**src/rtl/cellrv32_npu_pkg.sv**
```systemverilog
// Shared NPU package: instruction format, address/length widths, the
// matrix-multiply opcode bit positions and the per-row pipeline payloads
// carried by the matrix-multiply control delay lines.
package cellrv32_npu_pkg;

  localparam int BUFFER_ADDRESS_WIDTH      = 24;
  localparam int ACCUMULATOR_ADDRESS_WIDTH = 16;
  localparam int LENGTH_WIDTH              = 32;
  localparam int OPCODE_WIDTH              = 8;

  // Matrix-multiply opcode bit positions.
  localparam int MATRIX_MULTIPLY_ACCUMULATE_BIT = 0;
  localparam int MATRIX_MULTIPLY_WEIGHTS_BIT    = 1;
  localparam int MATRIX_MULTIPLY_SIGNED_BIT     = 2;

  typedef struct packed {
    logic [OPCODE_WIDTH-1:0]              opcode;
    logic [LENGTH_WIDTH-1:0]              calc_len;
    logic [ACCUMULATOR_ADDRESS_WIDTH-1:0] acc_addr;
    logic [BUFFER_ADDRESS_WIDTH-1:0]      buff_addr;
  } instruction_t;

  typedef enum logic {
    MMUL_IDLE,
    MMUL_RUN
  } mmul_state_t;

  // Row payload between the buffer read and the MMU input.
  typedef struct packed {
    logic                                 activate;
    logic                                 signed_mul;
    logic                                 accumulate;
    logic [ACCUMULATOR_ADDRESS_WIDTH-1:0] acc_addr;
  } mmu_row_t;

  // Row payload between the MMU input and the accumulator write port.
  typedef struct packed {
    logic                                 accumulate;
    logic [ACCUMULATOR_ADDRESS_WIDTH-1:0] acc_addr;
  } acc_row_t;

endpackage

```
**src/rtl/cellrv32_npu_counter.sv**
```systemverilog
// Down counter for instruction lengths.
// Ports: clk_i, rstn_i (async, active-low), enable (global stall),
//        load/load_value (start a new length), count_en (one row issued),
//        last (current row is the final one; a length of 0 counts as 1).
module cellrv32_npu_counter #(
  parameter int WIDTH = 32
) (
  input  logic             clk_i,
  input  logic             rstn_i,
  input  logic             enable,
  input  logic             load,
  input  logic [WIDTH-1:0] load_value,
  input  logic             count_en,
  output logic             last
);

  logic [WIDTH-1:0] count;

  // NOTE: sequential state uses non-blocking assignments so every register
  // samples pre-edge values regardless of process ordering.
  always_ff @(posedge clk_i or negedge rstn_i) begin
    if (!rstn_i) begin
      count <= '0;
    end else if (enable) begin
      if (load) begin
        count <= load_value;
      end else if (count_en && (count != '0)) begin
        count <= count - 1'b1;
      end
    end
  end

  assign last = (count[WIDTH-1:1] == '0);

endmodule

```
**src/rtl/cellrv32_npu_delay_line.sv**
```systemverilog
// Fixed-depth shift register carrying a valid bit plus a payload.
// Ports: clk_i, rstn_i (async clear, active-low), enable (global stall),
//        valid_in/data_in, valid_out/data_out (DEPTH enabled cycles later),
//        active (any stage holds a valid row).
module cellrv32_npu_delay_line #(
  parameter int WIDTH = 8,
  parameter int DEPTH = 1
) (
  input  logic             clk_i,
  input  logic             rstn_i,
  input  logic             enable,
  input  logic             valid_in,
  input  logic [WIDTH-1:0] data_in,
  output logic             valid_out,
  output logic [WIDTH-1:0] data_out,
  output logic             active
);

  logic [DEPTH-1:0] valid_q;
  logic [WIDTH-1:0] data_q [DEPTH];

  // NOTE: the payload stages are reset too, not just the valid bits, because
  // the address outputs driven from this line must read 0 out of reset.
  always_ff @(posedge clk_i or negedge rstn_i) begin
    if (!rstn_i) begin
      valid_q <= '0;
      for (int i = 0; i < DEPTH; i++) data_q[i] <= '0;
    end else if (enable) begin
      valid_q[0] <= valid_in;
      data_q[0]  <= data_in;
      for (int i = 1; i < DEPTH; i++) begin
        valid_q[i] <= valid_q[i-1];
        data_q[i]  <= data_q[i-1];
      end
    end
  end

  assign valid_out = valid_q[DEPTH-1];
  assign data_out  = data_q[DEPTH-1];
  assign active    = |valid_q;

endmodule

```
**src/rtl/cellrv32_npu_load_counter.sv**
```systemverilog
// Loadable up counter used for buffer and accumulator addresses.
// Ports: clk_i, rstn_i (async, active-low), enable (global stall),
//        load/start_value, count_en (increment), value. Wraps modulo 2^WIDTH.
module cellrv32_npu_load_counter #(
  parameter int WIDTH = 16
) (
  input  logic             clk_i,
  input  logic             rstn_i,
  input  logic             enable,
  input  logic             load,
  input  logic [WIDTH-1:0] start_value,
  input  logic             count_en,
  output logic [WIDTH-1:0] value
);

  always_ff @(posedge clk_i or negedge rstn_i) begin
    if (!rstn_i) begin
      value <= '0;
    end else if (enable) begin
      if (load) begin
        value <= start_value;
      end else if (count_en) begin
        value <= value + 1'b1;
      end
    end
  end

endmodule

```
**src/rtl/cellrv32_npu_matrix_multiply_control.sv**
```systemverilog
// Matrix-multiply control: accepts an instruction, issues one unified-buffer
// read per row, and delays per-row strobes so MMU input valid lands one cycle
// after the read and the accumulator write lands MATRIX_WIDTH+2 cycles later.
// Ports: clk_i, rstn_i (async, active-low), enable_i (global stall),
//        inst_i/inst_en_i (instruction in), buff_addr_o/buff_rd_en_o (reads),
//        mmu_sds_en_o/mmu_signed_o/activate_weight_o (MMU side),
//        acc_addr_o/accumulate_o/acc_wr_en_o (accumulator side),
//        busy_o (issuing), resource_busy_o (issuing or rows in flight).
module cellrv32_npu_matrix_multiply_control
  import cellrv32_npu_pkg::*;
#(
  parameter int MATRIX_WIDTH = 14
) (
  input  logic                                 clk_i,
  input  logic                                 rstn_i,
  input  logic                                 enable_i,
  input  instruction_t                         inst_i,
  input  logic                                 inst_en_i,
  output logic [BUFFER_ADDRESS_WIDTH-1:0]      buff_addr_o,
  output logic                                 buff_rd_en_o,
  output logic                                 mmu_sds_en_o,
  output logic                                 mmu_signed_o,
  output logic                                 activate_weight_o,
  output logic [ACCUMULATOR_ADDRESS_WIDTH-1:0] acc_addr_o,
  output logic                                 accumulate_o,
  output logic                                 acc_wr_en_o,
  output logic                                 busy_o,
  output logic                                 resource_busy_o
);

  localparam int ACC_DELAY = MATRIX_WIDTH + 2;

  mmul_state_t state, state_next;
  logic        accept, last_row;
  logic        op_accumulate, op_weights, op_signed, first_row;
  logic [BUFFER_ADDRESS_WIDTH-1:0]      buff_cnt, buff_addr_hold;
  logic [ACCUMULATOR_ADDRESS_WIDTH-1:0] acc_cnt, acc_addr_hold;
  mmu_row_t    mmu_row_in, mmu_row_out;
  acc_row_t    acc_row_in, acc_row_out;
  logic        mmu_valid, acc_valid, mmu_active, acc_active;
  logic        unused_opcode_bits;

  // Only the three matrix-multiply bits matter to this unit.
  assign unused_opcode_bits = ^inst_i.opcode[OPCODE_WIDTH-1:3];

  assign accept = enable_i && inst_en_i && (state == MMUL_IDLE);

  always_ff @(posedge clk_i or negedge rstn_i) begin
    if (!rstn_i) state <= MMUL_IDLE;
    else if (enable_i) state <= state_next;
  end

  always_comb begin
    // NOTE: defaults first so every path assigns every signal and no latch
    // is inferred.
    state_next   = state;
    busy_o       = 1'b0;
    buff_rd_en_o = 1'b0;
    case (state)
      MMUL_IDLE: if (inst_en_i) state_next = MMUL_RUN;
      MMUL_RUN: begin
        busy_o       = 1'b1;
        buff_rd_en_o = 1'b1;
        if (last_row) state_next = MMUL_IDLE;
      end
      default: state_next = MMUL_IDLE;
    endcase
  end

  // Opcode bits live for the instruction; each row copies them into the
  // pipeline, so overlapping rows of consecutive instructions stay distinct.
  always_ff @(posedge clk_i or negedge rstn_i) begin
    if (!rstn_i) begin
      op_accumulate  <= 1'b0;
      op_weights     <= 1'b0;
      op_signed      <= 1'b0;
      first_row      <= 1'b0;
      buff_addr_hold <= '0;
      acc_addr_hold  <= '0;
    end else if (enable_i) begin
      if (accept) begin
        op_accumulate <= inst_i.opcode[MATRIX_MULTIPLY_ACCUMULATE_BIT];
        op_weights    <= inst_i.opcode[MATRIX_MULTIPLY_WEIGHTS_BIT];
        op_signed     <= inst_i.opcode[MATRIX_MULTIPLY_SIGNED_BIT];
        first_row     <= 1'b1;
      end else if (busy_o) begin
        first_row <= 1'b0;
      end
      if (busy_o)    buff_addr_hold <= buff_cnt;
      if (acc_valid) acc_addr_hold  <= acc_row_out.acc_addr;
    end
  end

  cellrv32_npu_counter #(.WIDTH(LENGTH_WIDTH)) u_length (
    .clk_i, .rstn_i, .enable(enable_i), .load(accept),
    .load_value(inst_i.calc_len), .count_en(busy_o), .last(last_row)
  );

  cellrv32_npu_load_counter #(.WIDTH(BUFFER_ADDRESS_WIDTH)) u_buff_addr (
    .clk_i, .rstn_i, .enable(enable_i), .load(accept),
    .start_value(inst_i.buff_addr), .count_en(busy_o), .value(buff_cnt)
  );

  cellrv32_npu_load_counter #(.WIDTH(ACCUMULATOR_ADDRESS_WIDTH)) u_acc_addr (
    .clk_i, .rstn_i, .enable(enable_i), .load(accept),
    .start_value(inst_i.acc_addr), .count_en(busy_o), .value(acc_cnt)
  );

  // Strobe-like payload bits are gated with the row valid so they read 0
  // outside rows; the address is carried as-is and held at the output.
  always_comb begin
    mmu_row_in.activate   = busy_o && op_weights && first_row;
    mmu_row_in.signed_mul = busy_o && op_signed;
    mmu_row_in.accumulate = busy_o && op_accumulate;
    mmu_row_in.acc_addr   = acc_cnt;
  end

  cellrv32_npu_delay_line #(.WIDTH($bits(mmu_row_t)), .DEPTH(1)) u_mmu_stage (
    .clk_i, .rstn_i, .enable(enable_i),
    .valid_in(busy_o), .data_in(mmu_row_in),
    .valid_out(mmu_valid), .data_out(mmu_row_out), .active(mmu_active)
  );

  assign acc_row_in = '{accumulate: mmu_row_out.accumulate, acc_addr: mmu_row_out.acc_addr};

  cellrv32_npu_delay_line #(.WIDTH($bits(acc_row_t)), .DEPTH(ACC_DELAY)) u_acc_stage (
    .clk_i, .rstn_i, .enable(enable_i),
    .valid_in(mmu_valid), .data_in(acc_row_in),
    .valid_out(acc_valid), .data_out(acc_row_out), .active(acc_active)
  );

  assign buff_addr_o       = busy_o ? buff_cnt : buff_addr_hold;
  assign mmu_sds_en_o      = mmu_valid;
  assign mmu_signed_o      = mmu_row_out.signed_mul;
  assign activate_weight_o = mmu_row_out.activate;
  assign acc_wr_en_o       = acc_valid;
  assign accumulate_o      = acc_row_out.accumulate;
  assign acc_addr_o        = acc_valid ? acc_row_out.acc_addr : acc_addr_hold;
  assign resource_busy_o   = busy_o || mmu_active || acc_active;

endmodule

```
**config.mk**
```make
export PLATFORM = sky130hd
export DESIGN_NAME = cellrv32_npu_matrix_multiply_control
export DESIGN_NICKNAME = d
export VERILOG_FILES = /design/src/rtl/cellrv32_npu_pkg.sv /design/src/rtl/cellrv32_npu_counter.sv /design/src/rtl/cellrv32_npu_delay_line.sv /design/src/rtl/cellrv32_npu_load_counter.sv /design/src/rtl/cellrv32_npu_matrix_multiply_control.sv
export SDC_FILE = /design/constraint.sdc
export NUM_CORES = 1
export LEC_CHECK = 0
export BUFFER_PORTS_ARGS = -buffer_cell sky130_fd_sc_hd__buf_2
export CORE_ASPECT_RATIO = 1.75
export CORE_MARGIN = 2
export CORE_UTILIZATION = 25
export CTS_CLUSTER_SIZE = 25
export DETAILED_ROUTE_END_ITERATION = 6
export PLACE_DENSITY = 0.5
export SLEW_MARGIN = 20
export SYNTH_ARGS = -nofsm -noshare
export SYNTH_HDL_FRONTEND = slang
export SYNTH_SLANG_ARGS = --single-unit
```
**constraint.sdc**
```tcl
create_clock -name clk_i -period 7.6 [get_ports clk_i]
set_input_delay 1.52 -clock clk_i [delete_from_list [all_inputs] [get_ports clk_i]]
set_output_delay 1.52 -clock clk_i [all_outputs]
set_load 0.05 [all_outputs]
```
**Yosys cells after proc, flatten, opt, wreduce, memory -nomap -nowiden**

Cells that the tools add are included.

- Flip-flop bits (word level): 425
- Word-level logic and storage cells: 64
- Input bits: 84

- Reduce and logical (&&, ||, !) cells: 17
- Add/subtract/negate cells: 3
- Multiplexer cells: 14
- Bitwise gates (word level): 1

Operators with widths:

| cell | count |
|---|---|
| 24-bit 2-to-1 mux | 3 |
| 32-bit 2-to-1 mux | 2 |
| 16-bit 2-to-1 mux | 3 |
| 32-bit nonzero test | 1 |
| 32-bit by 1-bit subtractor with 32-bit output, second input constant | 1 |
| 31-bit zero test | 1 |
| 24-bit by 1-bit adder with 24-bit output, second input constant | 1 |
| 16-bit by 1-bit adder with 16-bit output, second input constant | 1 |
| 16-bit OR reduction | 1 |
| 1-bit logical AND | 7 |
| 2-bit AND reduction | 3 |
| 1-bit 2-to-1 mux | 5 |
| 2-bit nonzero test | 2 |
| 1-bit logical OR | 2 |
| 1-bit case mux with 2 select lines | 1 |
| 1-bit NOT | 1 |

**Longest topological paths before layout**

Gate-level depths: netlist (run 1).

- Depth in word-level cells: 4
- Gate-level depth with buffers: 10
- Mapped depth without buffers: 7

**Modules after synthesis**

A second synthesis (run 1) with hierarchy kept.

- Cell total of the unflattened synthesis: 1,411
- Area, all modules: 19,100.8 sq um

Modules (own cells, without submodules):

| module | cells each | instances | area each (sq um) |
|---|---|---|---|
| cellrv32_npu_delay_line at u_acc_stage | 630 | 1 | 10,931.7 |
| cellrv32_npu_matrix_multiply_control | 151 | 1 | 2,407.3 |
| cellrv32_npu_counter | 259 | 1 | 2,174.6 |
| cellrv32_npu_load_counter at u_buff_addr | 199 | 1 | 1,646.6 |
| cellrv32_npu_load_counter at u_acc_addr | 129 | 1 | 1,109.8 |
| cellrv32_npu_delay_line at u_mmu_stage | 43 | 1 | 830.8 |

**Worst setup path after synthesis (run 1)**

No wires, ideal clock.

- Path kind: register to output
- Start point: register u_acc_stage.valid_q[15]
- End point: output port resource_busy_o
- Slack: 4,236 ps
- Arrival: 1,844 ps
- Path buffers: 2
- Stages on the path, launching flop included: 4
- Cell sequence: dfrtp_1 -> clkbuf_1 -> clkbuf_1 -> or4_1

- Cells in the longest elaborated chain, start to end: 2

Ends and longest elaborated chain:

| what | RTL line | RTL |
|---|---|---|
| start: declaration | cellrv32_npu_delay_line.sv:19 | `logic [DEPTH-1:0] valid_q;` |
| start signal: indexed assignment | cellrv32_npu_delay_line.sv:32 | `valid_q[i] <= valid_q[i-1];` |
| 16-bit OR reduction | cellrv32_npu_delay_line.sv:40 | `assign active = \|valid_q;` |
| 1-bit logical OR | cellrv32_npu_matrix_multiply_control.sv:139 | `assign resource_busy_o = busy_o \|\| mmu_active \|\| acc_active;` |
| end: declaration | cellrv32_npu_matrix_multiply_control.sv:28 | `output logic resource_busy_o` |

No other way between the ends.

**Final worst setup path (run 1)**

- Start point: register state
- End point: output port buff_addr_o[4]

- Cells in the longest elaborated chain, start to end: 2

Ends and longest elaborated chain:

| what | RTL line | RTL |
|---|---|---|
| start: declaration | cellrv32_npu_matrix_multiply_control.sv:33 | `mmul_state_t state, state_next;` |
| start signal: assignment | cellrv32_npu_matrix_multiply_control.sv:50 | `else if (enable_i) state <= state_next;` |
| 1-bit 2-to-1 mux | cellrv32_npu_matrix_multiply_control.sv:59 | `case (state)` |
| 24-bit 2-to-1 mux | -- |  |
| end: declaration | cellrv32_npu_matrix_multiply_control.sv:19 | `output logic [BUFFER_ADDRESS_WIDTH-1:0] buff_addr_o,` |

No other way between the ends.

==> results of run 1 <==
## power groups by stage
stage,Sequential [mW],Clock [mW],Combinational (mW)
floorplan,3.22,0,1.10
global placement,3.36,0,1.34
detailed placement,3.39,0,1.38
CTS,3.35,2.06,1.38
global route,3.44,2.15,1.49
finish,3.34,1.98,1.36
## layer usage
metal  routed length, um  vias up  share of wire  GRT usage
li1                    -     5296              -          -
met1               16100     5869           0.40      0.127
met2               21300      242           0.52      0.200
met3                2080       61          0.051     0.0241
met4                1050        4          0.026     0.0369
met5                  24        -        0.00059          0
## stage by stage
stage | util | hold WS (ps) | power [mW] | worst slack, ps | std cells
after CTS | 0.292 | 474 | 6.79 | 3490 | 2462
after detailed placement | 0.274 | 459 | 4.77 | 3680 | 2389
after global placement | 0.274 | 459 | 4.71 | 3670 | 2389
final | 0.292 | 473 | 6.68 | 3530 | 2463
after global routing | 0.292 | 494 | 7.08 | 3420 | 2462
after floorplan | - | 442 | 4.32 | 4240 | 1416
## sequential cells by signal, indices dropped and copies added (netlist names)
register / cells
acc_addr_hold: 16
first_row: 1
op_weights: 1
buff_addr_hold: 24
op_signed: 1
u_acc_stage.data_q: 255
op_accumulate: 1
u_mmu_stage.data_out: 19
u_length.count: 32
u_mmu_stage.active: 1
u_buff_addr.value: 24
state: 1
u_acc_stage.data_out: 17
u_acc_stage.valid_q: 16
u_acc_addr.value: 16
## critical path, delay by kind of cell (launching register included)
kind / cells / cell delay (ps)
mux: 1 / 420
flops: 1 / 650
buf+inv: 2 / 910
## cell type report
class,count,area (um2)
antenna,1,2.50
clock inverter,9,75.1
multi-input combinational,878,6890
sequential,425,10600
tap,924,1160
clock buffer,64,1220
inverter,19,71.3
fill,7249,50600
timing repair buffer,143,795
## synthesized netlist by cell type, types with 7 or more instances
| library cell | instances |
|---|---|
| sky130_fd_sc_hd__inv_1 | 19 |
| sky130_fd_sc_hd__dfrtp_1 | 425 |
| sky130_fd_sc_hd__o21ai_0 | 42 |
| sky130_fd_sc_hd__nand4_1 | 14 |
| sky130_fd_sc_hd__nor2_1 | 44 |
| sky130_fd_sc_hd__or4_1 | 8 |
| sky130_fd_sc_hd__o21ai_1 | 26 |
| sky130_fd_sc_hd__mux2_2 | 357 |
| sky130_fd_sc_hd__a21oi_1 | 71 |
| sky130_fd_sc_hd__or3_1 | 7 |
| sky130_fd_sc_hd__mux2i_1 | 8 |
| sky130_fd_sc_hd__clkbuf_1 | 81 |
| sky130_fd_sc_hd__nor3_1 | 19 |
| sky130_fd_sc_hd__o22ai_1 | 23 |
| sky130_fd_sc_hd__nor4_1 | 18 |
| sky130_fd_sc_hd__nand2_1 | 123 |
| sky130_fd_sc_hd__a22oi_1 | 11 |
| sky130_fd_sc_hd__nand3_1 | 25 |
## final timing paths
path	to	slack [ps]	depth (start not counted)
worst max-delay path	buff_addr_o[4]	3530	3
worst min-delay path	buff_addr_hold[21]	470	2
worst max register to register	u_length.count[0]	4130	8
worst min register to register	buff_addr_hold[21]	470	2
max in group asynchronous	u_length.count[4]	5070	2
min in group asynchronous	u_acc_stage.data_out[14]	1000	1
## logic make-up (layout without fill, tap and decap cells)
logic type | after synthesis | count (layout) | share of synthesized area
buffers and inverters | 113 | 235 | 0.0246
flip-flops | 425 | 425 | 0.592
AO/OA/AOI/OAI | 223 | 223 | 0.0757
multiplexers | 365 | 365 | 0.228
adder cells (fa/ha/maj) | 3 | 3 | 0.00209
AND/OR/NAND/NOR | 285 | 285 | 0.0759
other | 0 | 1 | 0
XOR/XNOR | 2 | 2 | 0.000976
==> impl_metrics.json, run 1 <==
{
  "switching_power_mw": 2.00,
  "synth-async-reset-ratio": 1.00,
  "power_switching_share": 0.299,
  "timing.hold.worst.start": "buff_addr_hold[21]",
  "cts_inserted_buffers": 41,
  "wl_mm": 40.6,
  "report.final.setup_viol": 0,
  "cts-resized-gates": 0,
  "worst_ir_drop_vdd_mv": 0.161,
  "crit_path_max_delay_cell_type": "sky130_fd_sc_hd__buf_4",
  "finalHoldViolations": 0,
  "worst_clock_skew_ps": 21.7,
  "postSynthRegisterBits": 425,
  "min_period_ps": 4070,
  "post_synth_inst_count": 1416,
  "dp_hpwl_mm": 26.9,
  "die_height_um": 359,
  "initial_antenna_violation_count": 3,
  "finalInstanceArea_um2": 20900,
  "post_route_cells_drive_above_1_share": 0.373,
  "yosys.area.top_type": "sky130_fd_sc_hd__dfrtp_1",
  "cts-hold-fix-buffers": 0,
  "relative_contribution_of_combinational_cells_to_total_power": 0.203,
  "path_clk_slew_ps": 60,
  "route.vias.total": 11500,
  "grt_use_total": 0.110,
  "htree_levels": 2,
  "fp.dieW_um": 207,
  "worst_path_largest_cell_delay_ps": 670,
  "grt_max_degree": 133,
  "pwr-share-seq": 0.501,
  "power_per_cell_area_nw_per_um2": 320,
  "synth-edff-count": 0,
  "synth_ff_type": "sky130_fd_sc_hd__dfrtp_1",
  "power_leakage_nw": 9.31,
  "ys_top_cells_by_area": "sky130_fd_sc_hd__dfrtp_1 (59%), sky130_fd_sc_hd__mux2_2 (22%), sky130_fd_sc_hd__nand2_1 (2.6%)",
  "worst_slew_pin_tran_ps": 1010,
  "postRouteAntennaNets": 0,
  "buffer_ports.inserted": 126,
  "outcome": "completed",
  "slew_headroom": 0.329,
  "timing.critical_path.required_ps": 6080,
  "post_dp_cell_area_um2": 19500,
  "totalNegativeSetupSlack_ps": 0,
  "end_kind": "output pin",
  "io-pin-count": 132,
  "area_fraction_of_the_dominant_cell_type_after_synthesis": 0.592,
  "yosys_warnings": 0,
  "finalCritPeriodShare": 0.536,
  "drt_first_iter_violations": 637,
  "rsz0062_at_grt": "false",
  "final-max-slew-violation-count": 0,
  "timing.rr.start": "u_length.count[0]",
  "die_area_um2": 74100,
  "post-cts-setup-buffer-count": 0,
  "cap_violations": 0,
  "crit_type": "reg -> out",
  "worst_setup_path_start_kind": "flip-flop",
  "drt-pass1-iter-count": 5,
  "avgSynthCellArea_um2": 12.7,
  "yosys.cell_types.count": 60,
  "clk_buf_depth": 3,
  "cts.sink_count": 425,
  "grt_pass1_vias": 11900,
  "mostFrequentLayoutCells": "sky130_fd_sc_hd__dfrtp_1 (424), sky130_fd_sc_hd__mux2_2 (357), sky130_fd_sc_hd__buf_2 (124), sky130_fd_sc_hd__nand2_1 (123), sky130_fd_sc_hd__a21oi_1 (71)",
  "synth_area_um2": 18000,
  "p_clk_frac": 0.296,
  "post_synthesis_sequential_area_ratio": 0.592,
  "global_route_overflow": 0,
  "internal_mw": 4.68,
  "routed_via_density": 4.66,
  "final_net_count": 1595,
  "drt_drc_violations_left": 0,
  "cell_at_the_root_of_the_clock_tree": "sky130_fd_sc_hd__clkbuf_16",
  "final_common_cell": "sky130_fd_sc_hd__dfrtp_1",
  "achievable-frequency_ghz": 0.246,
  "setup.worst_path.start": "state",
  "cts_tree": "built",
  "critical_path.cell_chain": "buf_4 > mux2_2 > buf_2",
  "grt_pass1_wl_mm": 65.1,
  "clkLatencyLatePin_ps": 550,
  "std_cell_rows": 130,
  "hold_class": "reg -> reg",
  "critical_path.max_fanout": 58,
  "wirelength_per_cell_um": 16.5,
  "core_area_um2": 71400,
  "syn2layout_area_growth_pct": 16.1,
  "gp_congestion": 0.785,
  "initial_utilization": 0.251,
  "synthesis.nets": 1503,
  "worst-endpoint-arrival_ps": 2550
}
Note: power is estimated with default switching activity, not from simulation.
==> run 2, diff against run 1 <==
==> constraint.sdc (replaced) <==
create_clock -name clk_i -period 4.05 [get_ports clk_i]
set_input_delay 0.81 -clock clk_i [delete_from_list [all_inputs] [get_ports clk_i]]
set_output_delay 0.81 -clock clk_i [all_outputs]
set_load 0.05 [all_outputs]
==> run 2 against run 1 <==
  * Via count grew 0.13%
  * Count of clock-buffer cells in the layout fell by 8
  * Final cell count rose by 0.41%
  * Clock skew shrank 2.4 ps
  * Final area up 1.1%
  * Sequential share of layout area shrank 0.57 points
  * Utilization is 0.33 points higher
  * Largest power group unchanged
==> impl_metrics.json, run 2 (synthesis gave the netlist of run 1 again) <==
{
  "end_kind": "flip-flop",
  "hold_class": "in -> async",
  "dp_hpwl_mm": 27.4,
  "timing.critical_path.required_ps": 4470,
  "post_route_cells_drive_above_1_share": 0.378,
  "syn2layout_area_growth_pct": 17.4,
  "clk_buf_depth": 3,
  "global_route_overflow": 0,
  "initial_utilization": 0.251,
  "cts_inserted_buffers": 41,
  "grt_pass1_vias": 12000,
  "post-cts-setup-buffer-count": 0,
  "drt_first_iter_violations": 756,
  "worst_path_largest_cell_delay_ps": 780,
  "finalCritPeriodShare": 0.845,
  "pre_cts_slack_ps": 621,
  "drt-pass1-iter-count": 5,
  "finalHoldViolations": 0,
  "std_cell_rows": 130,
  "wirelength_per_cell_um": 16.4,
  "worst_ir_drop_vdd_mv": 0.354,
  "cp_top_family": "simple AND/OR/NAND/NOR gates",
  "worst-endpoint-arrival_ps": 3840,
  "grt_pass1_wl_mm": 66.1,
  "critical_path.max_fanout": 42,
  "io-pin-count": 132,
  "critical_path.cell_chain": "inv_1 > ha_1 > or4b_1 > or4_1 > o41ai_4 > buf_4 > nor2_1 > a2bb2oi_1",
  "cts-resized-gates": 0,
  "slew_headroom": 0.390,
  "report.final.setup_viol": 0,
  "routed_via_density": 4.64,
  "postRouteAntennaNets": 0,
  "worst_clock_skew_ps": 19.3,
  "final_net_count": 1601,
  "outcome": "completed",
  "largestRegisters": "u_acc_stage.data_q: 255 flops, u_length.count: 32 flops",
  "fin_ws_ps": 627,
  "route.vias.total": 11500,
  "gp_congestion": 0.792,
  "largest_register": "u_acc_stage.data_q",
  "wl_mm": 40.5,
  "worst_setup_path_start_kind": "flip-flop",
  "fp.dieW_um": 207,
  "largest_reg_flops": 255,
  "min_period_ps": 3420,
  "mostFrequentLayoutCells": "sky130_fd_sc_hd__dfrtp_1 (424), sky130_fd_sc_hd__mux2_2 (357), sky130_fd_sc_hd__buf_2 (124), sky130_fd_sc_hd__nand2_1 (123), sky130_fd_sc_hd__a21oi_1 (71)",
  "crit_path_max_delay_cell_type": "sky130_fd_sc_hd__or4_1",
  "worst_slew_pin_tran_ps": 914,
  "cts-hold-fix-buffers": 0,
  "die_height_um": 359,
  "grt_use_total": 0.112,
  "cp_num_buf_inv": 2,
  "clkLatencyLatePin_ps": 560,
  "htree_levels": 2,
  "power_per_cell_area_nw_per_um2": 610,
  "cell_at_the_root_of_the_clock_tree": "sky130_fd_sc_hd__clkbuf_16",
  "grt_max_degree": 159,
  "core_area_um2": 71400,
  "path_clk_slew_ps": 60,
  "final_common_cell": "sky130_fd_sc_hd__dfrtp_1",
  "cts.sink_count": 425,
  "drt_drc_violations_left": 0,
  "die_area_um2": 74100,
  "cts_tree": "built",
  "rsz0062_at_grt": "false",
  "final-max-slew-violation-count": 0,
  "achievable-frequency_ghz": 0.292,
  "buffer_ports.inserted": 126,
  "initial_antenna_violation_count": 6,
  "totalNegativeSetupSlack_ps": 0,
  "power_leakage_nw": 9.40,
  "cap_violations": 0,
  "crit_type": "reg -> reg"
}
## run 2: final cells by class
class	count	area, um2
fillers	7222	50300
well taps	924	1160
inverters	19	71.3
repair buffers	149	898
clock inverters	20	283
flip-flops and latches	425	10600
clock buffers	56	1140
multi-input cells	878	6890
diodes	2	5.00
## run 2: worst paths after layout
path | start | endpoint | slack [ps] | cells past startpoint
setup / recovery | u_length.count[1] | u_length.count[7] | 630 | 8
max in group asynchronous | rstn_i | state | 2840 | 2
hold / removal | rstn_i | u_acc_stage.data_q[41] | 170 | 1
hold reg to reg | buff_addr_hold[5] | buff_addr_hold[5] | 470 | 2
setup reg to reg | u_length.count[1] | u_length.count[7] | 630 | 8
min in group clk_i | inst_i[73] | op_weights | 460 | 3
## run 2: per-layer routing
metal  GRT usage  up-vias  part of all wire  wire length [um]
li1            -     5301                 -                 -
met1       0.128     5851              0.39             15600
met2       0.204      259              0.53             21500
met3      0.0267       70             0.058              2360
met4      0.0330        6             0.024               962
met5           0        -           0.00096                39
## run 2: per-stage QoR
step | total power [mW] | instances | area, um2 | hold WS [ps] | utilization
3_5_place_dp | 8.97 | 2395 | 19700 | 459 | 0.275
3_3_place_gp | 8.88 | 2395 | 19700 | 453 | 0.275
2_1_floorplan | 8.11 | 1416 | 18000 | 442 | -
6_report | 12.9 | 2473 | 21100 | 166 | 0.295
4_1_cts | 13.1 | 2471 | 21100 | 167 | 0.295
5_1_grt | 13.7 | 2471 | 21100 | 177 | 0.295
## run 2: worst reg2reg max path, stage by stage (launching register included)
cell                        delay [ps]
sky130_fd_sc_hd__dfrtp_1           390
sky130_fd_sc_hd__inv_1             160
sky130_fd_sc_hd__ha_1              240
sky130_fd_sc_hd__or4b_1            620
sky130_fd_sc_hd__or4_1             790
sky130_fd_sc_hd__o41ai_4           400
sky130_fd_sc_hd__buf_4             440
sky130_fd_sc_hd__nor2_1            120
sky130_fd_sc_hd__a2bb2oi_1         140
## run 2: power by group
part / internal, mW / switching [mW] / total [mW]
clock network: 2.34 / 1.69 / 4.03
logic: 1.26 / 1.30 / 2.56
registers: 5.46 / 0.806 / 6.26
total: 9.05 / 3.80 / 12.9
